--- config.mk ---
export PLATFORM = sky130hd
export DESIGN_NAME = reg_wb_arbiter
export DESIGN_NICKNAME = d
export VERILOG_FILES = /design/src/rtl/reg_wb_arbiter.sv
export SDC_FILE = /design/constraint.sdc
export NUM_CORES = 1
export LEC_CHECK = 0
export ABC_AREA = 1
export CAP_MARGIN = 20
export CORE_UTILIZATION = 35
export DETAILED_ROUTE_END_ITERATION = 12
export PLACE_DENSITY = 0.7
export SETUP_SLACK_MARGIN = 0.15
export SYNTH_ARGS = -nofsm -noshare
export SYNTH_HDL_FRONTEND = slang
export SYNTH_SLANG_ARGS = --single-unit
--- constraint.sdc ---
create_clock -name Clk -period 3.4 [get_ports Clk]
set_input_delay 0.34 -clock Clk [delete_from_list [all_inputs] [get_ports Clk]]
set_output_delay 0.34 -clock Clk [all_outputs]
set_load 0.01 [all_outputs]
--- src/rtl/reg_wb_arbiter.sv ---
// reg_wb_arbiter: arbitrates two writeback sources onto one register-file write port
// Ports:
//   Clk, Rst_n                  clock, synchronous active-low reset
//   A_valid/A_ready/A_reg/A_data  short-latency source handshake + payload
//   B_valid/B_ready/B_reg/B_data  long-latency source handshake + payload
//   Claim_valid/Claim_reg       issue-stage destination reservation
//   Reg_write/Write_reg/Write_data  registered register-file write port
//   Busy_mask                   per-register outstanding-producer scoreboard
module reg_wb_arbiter #(
    parameter int DATA_W     = 32,
    parameter int ADDR_W     = 5,
    parameter int STARVE_MAX = 3
) (
    input  logic                 Clk,
    input  logic                 Rst_n,
    input  logic                 A_valid,
    output logic                 A_ready,
    input  logic [ADDR_W-1:0]    A_reg,
    input  logic [DATA_W-1:0]    A_data,
    input  logic                 B_valid,
    output logic                 B_ready,
    input  logic [ADDR_W-1:0]    B_reg,
    input  logic [DATA_W-1:0]    B_data,
    input  logic                 Claim_valid,
    input  logic [ADDR_W-1:0]    Claim_reg,
    output logic                 Reg_write,
    output logic [ADDR_W-1:0]    Write_reg,
    output logic [DATA_W-1:0]    Write_data,
    output logic [2**ADDR_W-1:0] Busy_mask
);
    localparam int NR = 2**ADDR_W;
    localparam int CW = $clog2(STARVE_MAX+1);
    typedef enum logic {NORMAL, FORCE_B} state_t;
    state_t          state;
    logic [CW-1:0]   cnt, cnt_nxt;
    logic            force_b, a_xfer, b_xfer, xfer;
    logic [ADDR_W-1:0] w_reg;
    logic [DATA_W-1:0] w_data;
    logic [NR-1:0]   set, clr;
    always_comb begin
        force_b = state == FORCE_B;
        A_ready = Rst_n & A_valid & (~force_b | ~B_valid);
        B_ready = Rst_n & B_valid & (force_b | ~A_valid);
        a_xfer  = A_valid & A_ready;
        b_xfer  = B_valid & B_ready;
        xfer    = a_xfer | b_xfer;
        w_reg   = b_xfer ? B_reg : A_reg;
        w_data  = b_xfer ? B_data : A_data;
        cnt_nxt = (~B_valid | b_xfer) ? '0 : (cnt == CW'(STARVE_MAX)) ? cnt : cnt + 1'b1;
        // register 0 is never claimed, so bit 0 stays clear
        set     = (Claim_valid && Claim_reg != '0) ? NR'(1) << Claim_reg : '0;
        clr     = Reg_write ? NR'(1) << Write_reg : '0;
    end
    always_ff @(posedge Clk) begin
        if (!Rst_n) begin
            state      <= NORMAL;
            cnt        <= '0;
            Reg_write  <= 1'b0;
            Write_reg  <= '0;
            Write_data <= '0;
            Busy_mask  <= '0;
        end else begin
            cnt        <= cnt_nxt;
            state      <= force_b ? ((b_xfer | ~B_valid) ? NORMAL : FORCE_B)
                                  : ((cnt_nxt == CW'(STARVE_MAX)) ? FORCE_B : NORMAL);
            Reg_write  <= xfer & (w_reg != '0);
            Write_reg  <= xfer ? w_reg : Write_reg;
            Write_data <= xfer ? w_data : Write_data;
            // a claim in the same cycle as the clearing write wins: newer producer pending
            Busy_mask  <= (Busy_mask & ~clr) | set;
        end
    end
endmodule

Word-level counts from Yosys, hierarchy flattened
Cells that the tools add are included.
{"block": "word_totals", "out_inout_bits": 72, "word_cells": 40, "register_bits": 73, "n_memories": 0, "input_bits": 84, "ram_bits": 0, "mem_bits_ro": 0, "latch_bits": 0}
{"block": "op_classes", "shifts": 2, "mux": 9, "div": 0, "magnitude_cmp": 0, "n_mul": 0, "n_eq_ne": 2, "n_reduce_logical": 3, "add_sub_neg": 1, "bitwise": 17}
{"op": "two-way mux 32 bit", "n": 3}
{"op": "<< shifter 1 x 5 -> 32 bit (first input constant)", "n": 2}
{"op": "bitwise AND 32 bit", "n": 1}
{"op": "NOT 32 bit", "n": 1}
{"op": "OR 32 bit", "n": 1}
{"op": "nonzero test 5 bit", "n": 2}
{"op": "bitwise AND 1 bit", "n": 7}
{"op": "two-way mux 5 bit", "n": 1}
{"op": "equality test 2 bit (second input constant)", "n": 2}
{"op": "two-way mux 2 bit", "n": 2}
{"op": "OR 1 bit", "n": 4}
{"op": "two-way mux 1 bit", "n": 3}
{"op": "NOT 1 bit", "n": 3}
{"op": "adder 2 x 1 -> 2 bit (second input constant)", "n": 1}
{"op": "logical AND 1 bit", "n": 1}

Depth between registers and ports, before layout
{"block": "logic_depth", "word_depth": 9, "mapped_depth": 9}

Worst setup path before layout
Ideal clock, no wire load.
{"block": "synth_path", "kind": "reg-to-reg", "start": "reg Write_reg[1]", "end": "reg Busy_mask[10]", "t_arrival_ns": 1.139, "setup_time_ns": 0.132, "setup_slack_ns": 2.128, "stages_incl_launch_ff": 7, "required_ns": 3.268, "path_cell_list": "dfxtp_1 > clkbuf_1 > inv_1 > nor3_1 > nand2_1 > o21ai_0 > a21oi_1"}
{"block": "synth_between", "elab_chain_cells": 5}
{"element": "start, declared", "line": "27", "source": "output logic [ADDR_W-1:0] Write_reg,"}
{"element": "start signal, assigned", "line": "67", "source": "Write_reg <= xfer ? w_reg : Write_reg;"}
{"element": "<< shifter 1 x 5 -> 32 bit", "line": "52", "source": "clr = Reg_write ? NR'(1) << Write_reg : '0;"}
{"element": "two-way mux 32 bit", "line": "52"}
{"element": "NOT 32 bit", "line": "70", "source": "Busy_mask <= (Busy_mask & ~clr) | set;"}
{"element": "bitwise AND 32 bit", "line": "70"}
{"element": "OR 32 bit", "line": "70"}
{"element": "end signal, assigned", "line": "70"}
{"element": "end, declared", "line": "29", "source": "output logic [2**ADDR_W-1:0] Busy_mask"}
No other way between the ends.
A chain may end at the register's enable or synchronous reset.

Worst setup path in the final report
{"block": "layout_path", "start": "in B_valid", "end": "out B_ready"}
{"block": "layout_between", "elab_chain_cells": 2}
{"element": "start, declared", "line": "20", "source": "input logic B_valid,"}
{"element": "bitwise AND 1 bit (2 in a row)", "line": "43", "source": "B_ready = Rst_n & B_valid & (force_b | ~A_valid);"}
{"element": "end, declared", "line": "21", "source": "output logic B_ready,"}
No other way between the ends.

==> run metrics <==
synth top area cells dfxtp_1 (45%), a21oi_1 (8.8%), nand2_1 (8.3%); initial core utilization 0.368; layout cells sized above 1 0.0573; Worst EP arrival 1.74 ns; Nets 672; Fmax achieved 480 MHz; fillers 860; Area Growth Syn to Fin 55.6%; crit path from B_valid; Final Non-Filler Cells 701; reg-to-reg endpoint Reg_write$_SDFF_PN0_; Syn Nets 532; first-pass GRT wire length 17.5 mm; VDD IR max 305 µV; CTS Buf Count 9; Synth Cell Area 3260 µm²; WP buf/inv 4; Port Buffer Count 155; cts hold-fix bufs 0; Yosys reg bits 73; CP Capture Point B_ready; PD cells 435 nW/µm²; top cell type's share of synthesized area 0.449; synth unique cells 23; DRT antenna net count 0; Critical Path Stages 6; worst reg2reg path depth 8; GRT Resource Usage Total 0.229; RSZ-0062 raised after global routing no; slowest stage cell on the critical path clkdlybuf4s50_1; Hold Path Class flop to flop; Placed Area 4820 µm²; max-cap violation count 0; Worst-Margin Slew 0.942 ns; fin area 5070 µm²; failing checks design-rule violations; core outline area 8850 µm²; period utilization 0.613; CTS max path bufs 2; I/O Pins 156; Post-Route Skew 0.0161 ns; setup violators final 0; Min Hold Slack 0.456 ns; worst skew pair latency 0.35 ns; clk slew on worst S/H paths 0.07 ns; DRT Pass-1 Iters 12; sequential share of the synthesized area 0.449; Rows 34; final hold violations 0; final WL 10.8 mm; Worst Path Required 3.06 ns; placed cell count 685; CP Max Fanout 5; Post-CTS Setup Bufs 0; Tmin final 2.08 ns; Gate Count Post-Synth 448; post-DR wirelength/cell 15.5 µm; delay-heaviest family, CP buffers and inverters; H-tree lvl count 3; # clock sinks 73; capturing element type of the critical path primary output; Final Max Tran Viols 0; Root Driver clkbuf_8; synthesized area per cell 7.27 µm²; Initial DRC Count 134; Pleak 1.94 nW; Crit Path Category input pin to primary output; die height 98.5 µm; Worst slew margin 0.371; gr ovfl total 0; critical path cell sequence clkdlybuf4s50_1 -> nand2_2 -> inv_2 -> nand2_2 -> inv_2 -> clkdlybuf4s50_1; CTS tree done; n_diodes 0; FF-to-FF Start force_b$_SDFF_PN0_; Layout Utilization 0.573; Via density 5.23; area leader, netlist dfxtp_1; GP Congestion 0.885; die area 9700 µm²; PostCTS Resize Cnt 0; setup tns final 0 ns; Largest stage delay, worst path 0.57 ns; vias in the first global route 3613; YS warnings 0; Die Span X 98.5 µm; r2r setup slk 1.75 ns; largest net degree at the start of global routing 41; nature of the critical path startpoint input pin; DP HPWL 8.01 mm; DRC 1; Hold Crit Start Busy_mask[0]$_SDFF_PN0_; vias 3665; status complete, but fails checks; initial antenna violation count 0
final cells by class:
cell class | instances | area [µm²] | area share
Sequential cell | 73 | 1460 | 0.288
Multi-Input combinational cell | 309 | 1510 | 0.298
Inverter | 35 | 131 | 0.0259
Clock buffer | 11 | 141 | 0.0279
Tap cell | 108 | 135 | 0.0267
Timing Repair Buffer | 160 | 1580 | 0.313
Clock inverter | 5 | 103 | 0.0202
cell usage after synthesis:
master    count
clkbuf_1     15
buf_1         1
nand4_1       5
buf_4         4
buf_2        10
a211oi_1      1
nand2_2       2
nor2_1       50
buf_6         1
nor3_1       42
o21ai_2       1
o221ai_1      3
clkinv_1      1
nand3_1      26
o211ai_1      4
o21ai_0      37
dfxtp_1      73
inv_1        32
nand2_1      72
o221ai_2      8
a21oi_1      57
inv_2         2
nand3b_1      1
report_power, final:
part           internal, mW  switching, mW  leakage (nW)
clock                 0.507          0.320         0.120
sequential            0.910         0.0452         0.601
combinational         0.228          0.195          1.22
total                  1.64          0.561          1.94
worst min path at each step:
stage	end	slack, ns	cells past startpoint
after global routing	Write_data[0]$_SDFFE_PN0P_	0.48	3
after detailed placement	cnt[0]$_SDFF_PN0_	0.44	1
after global placement	cnt[0]$_SDFF_PN0_	0.43	1
after floorplan	cnt[0]$_SDFF_PN0_	0.42	1
after CTS	Write_data[0]$_SDFFE_PN0P_	0.45	3
final	Busy_mask[0]$_SDFF_PN0_	0.46	2
through the flow:
step / worst slack (ns) / power [mW]
after floorplan: 2.13 / 1.14
after global placement: 1.19 / 1.39
after detailed placement: 1.09 / 1.40
after CTS: 1.31 / 2.22
after global routing: 1.23 / 2.29
final: 1.32 / 2.21
routing by layer:
metal / GRT usage / part of all wire / vias to the layer above
li1: - / - / 1790
met1: 0.242 / 0.38 / 1680
met2: 0.409 / 0.50 / 176
met3: 0.0943 / 0.099 / 19
met4: 0.0827 / 0.022 / 0
met5: 0 / 0 / -
worst reg2reg max path, delay by kind of cell, from the launching register on:
| kind | cells | cell delay, ns |
|---|---|---|
| simple gates | 5 | 0.51 |
| flops | 1 | 0.33 |
| compound gates | 1 | 0.38 |
| buf+inv | 2 | 0.31 |
placed cells by master, fill, tap and decap left out, types with 2 or more instances in the layout:
cell	instances
inv_2	2
o221ai_2	8
a21oi_1	57
bufinv_16	3
nand4_1	5
o211ai_1	4
buf_4	5
nand2_2	2
clkdlybuf4s50_1	154
nand2_1	72
dfxtp_1	73
nor2_1	50
nand3_1	26
clkbuf_8	10
o221ai_1	3
nor3_1	42
inv_1	32
o21ai_0	37
kinds of logic after synthesis:
family | Yosys count | share of synthesized area
compound gates | 111 | 0.204
flops | 73 | 0.449
simple gates | 198 | 0.261
buf+inv | 66 | 0.0868
No activity file was read; power rests on OpenSTA's default activity.
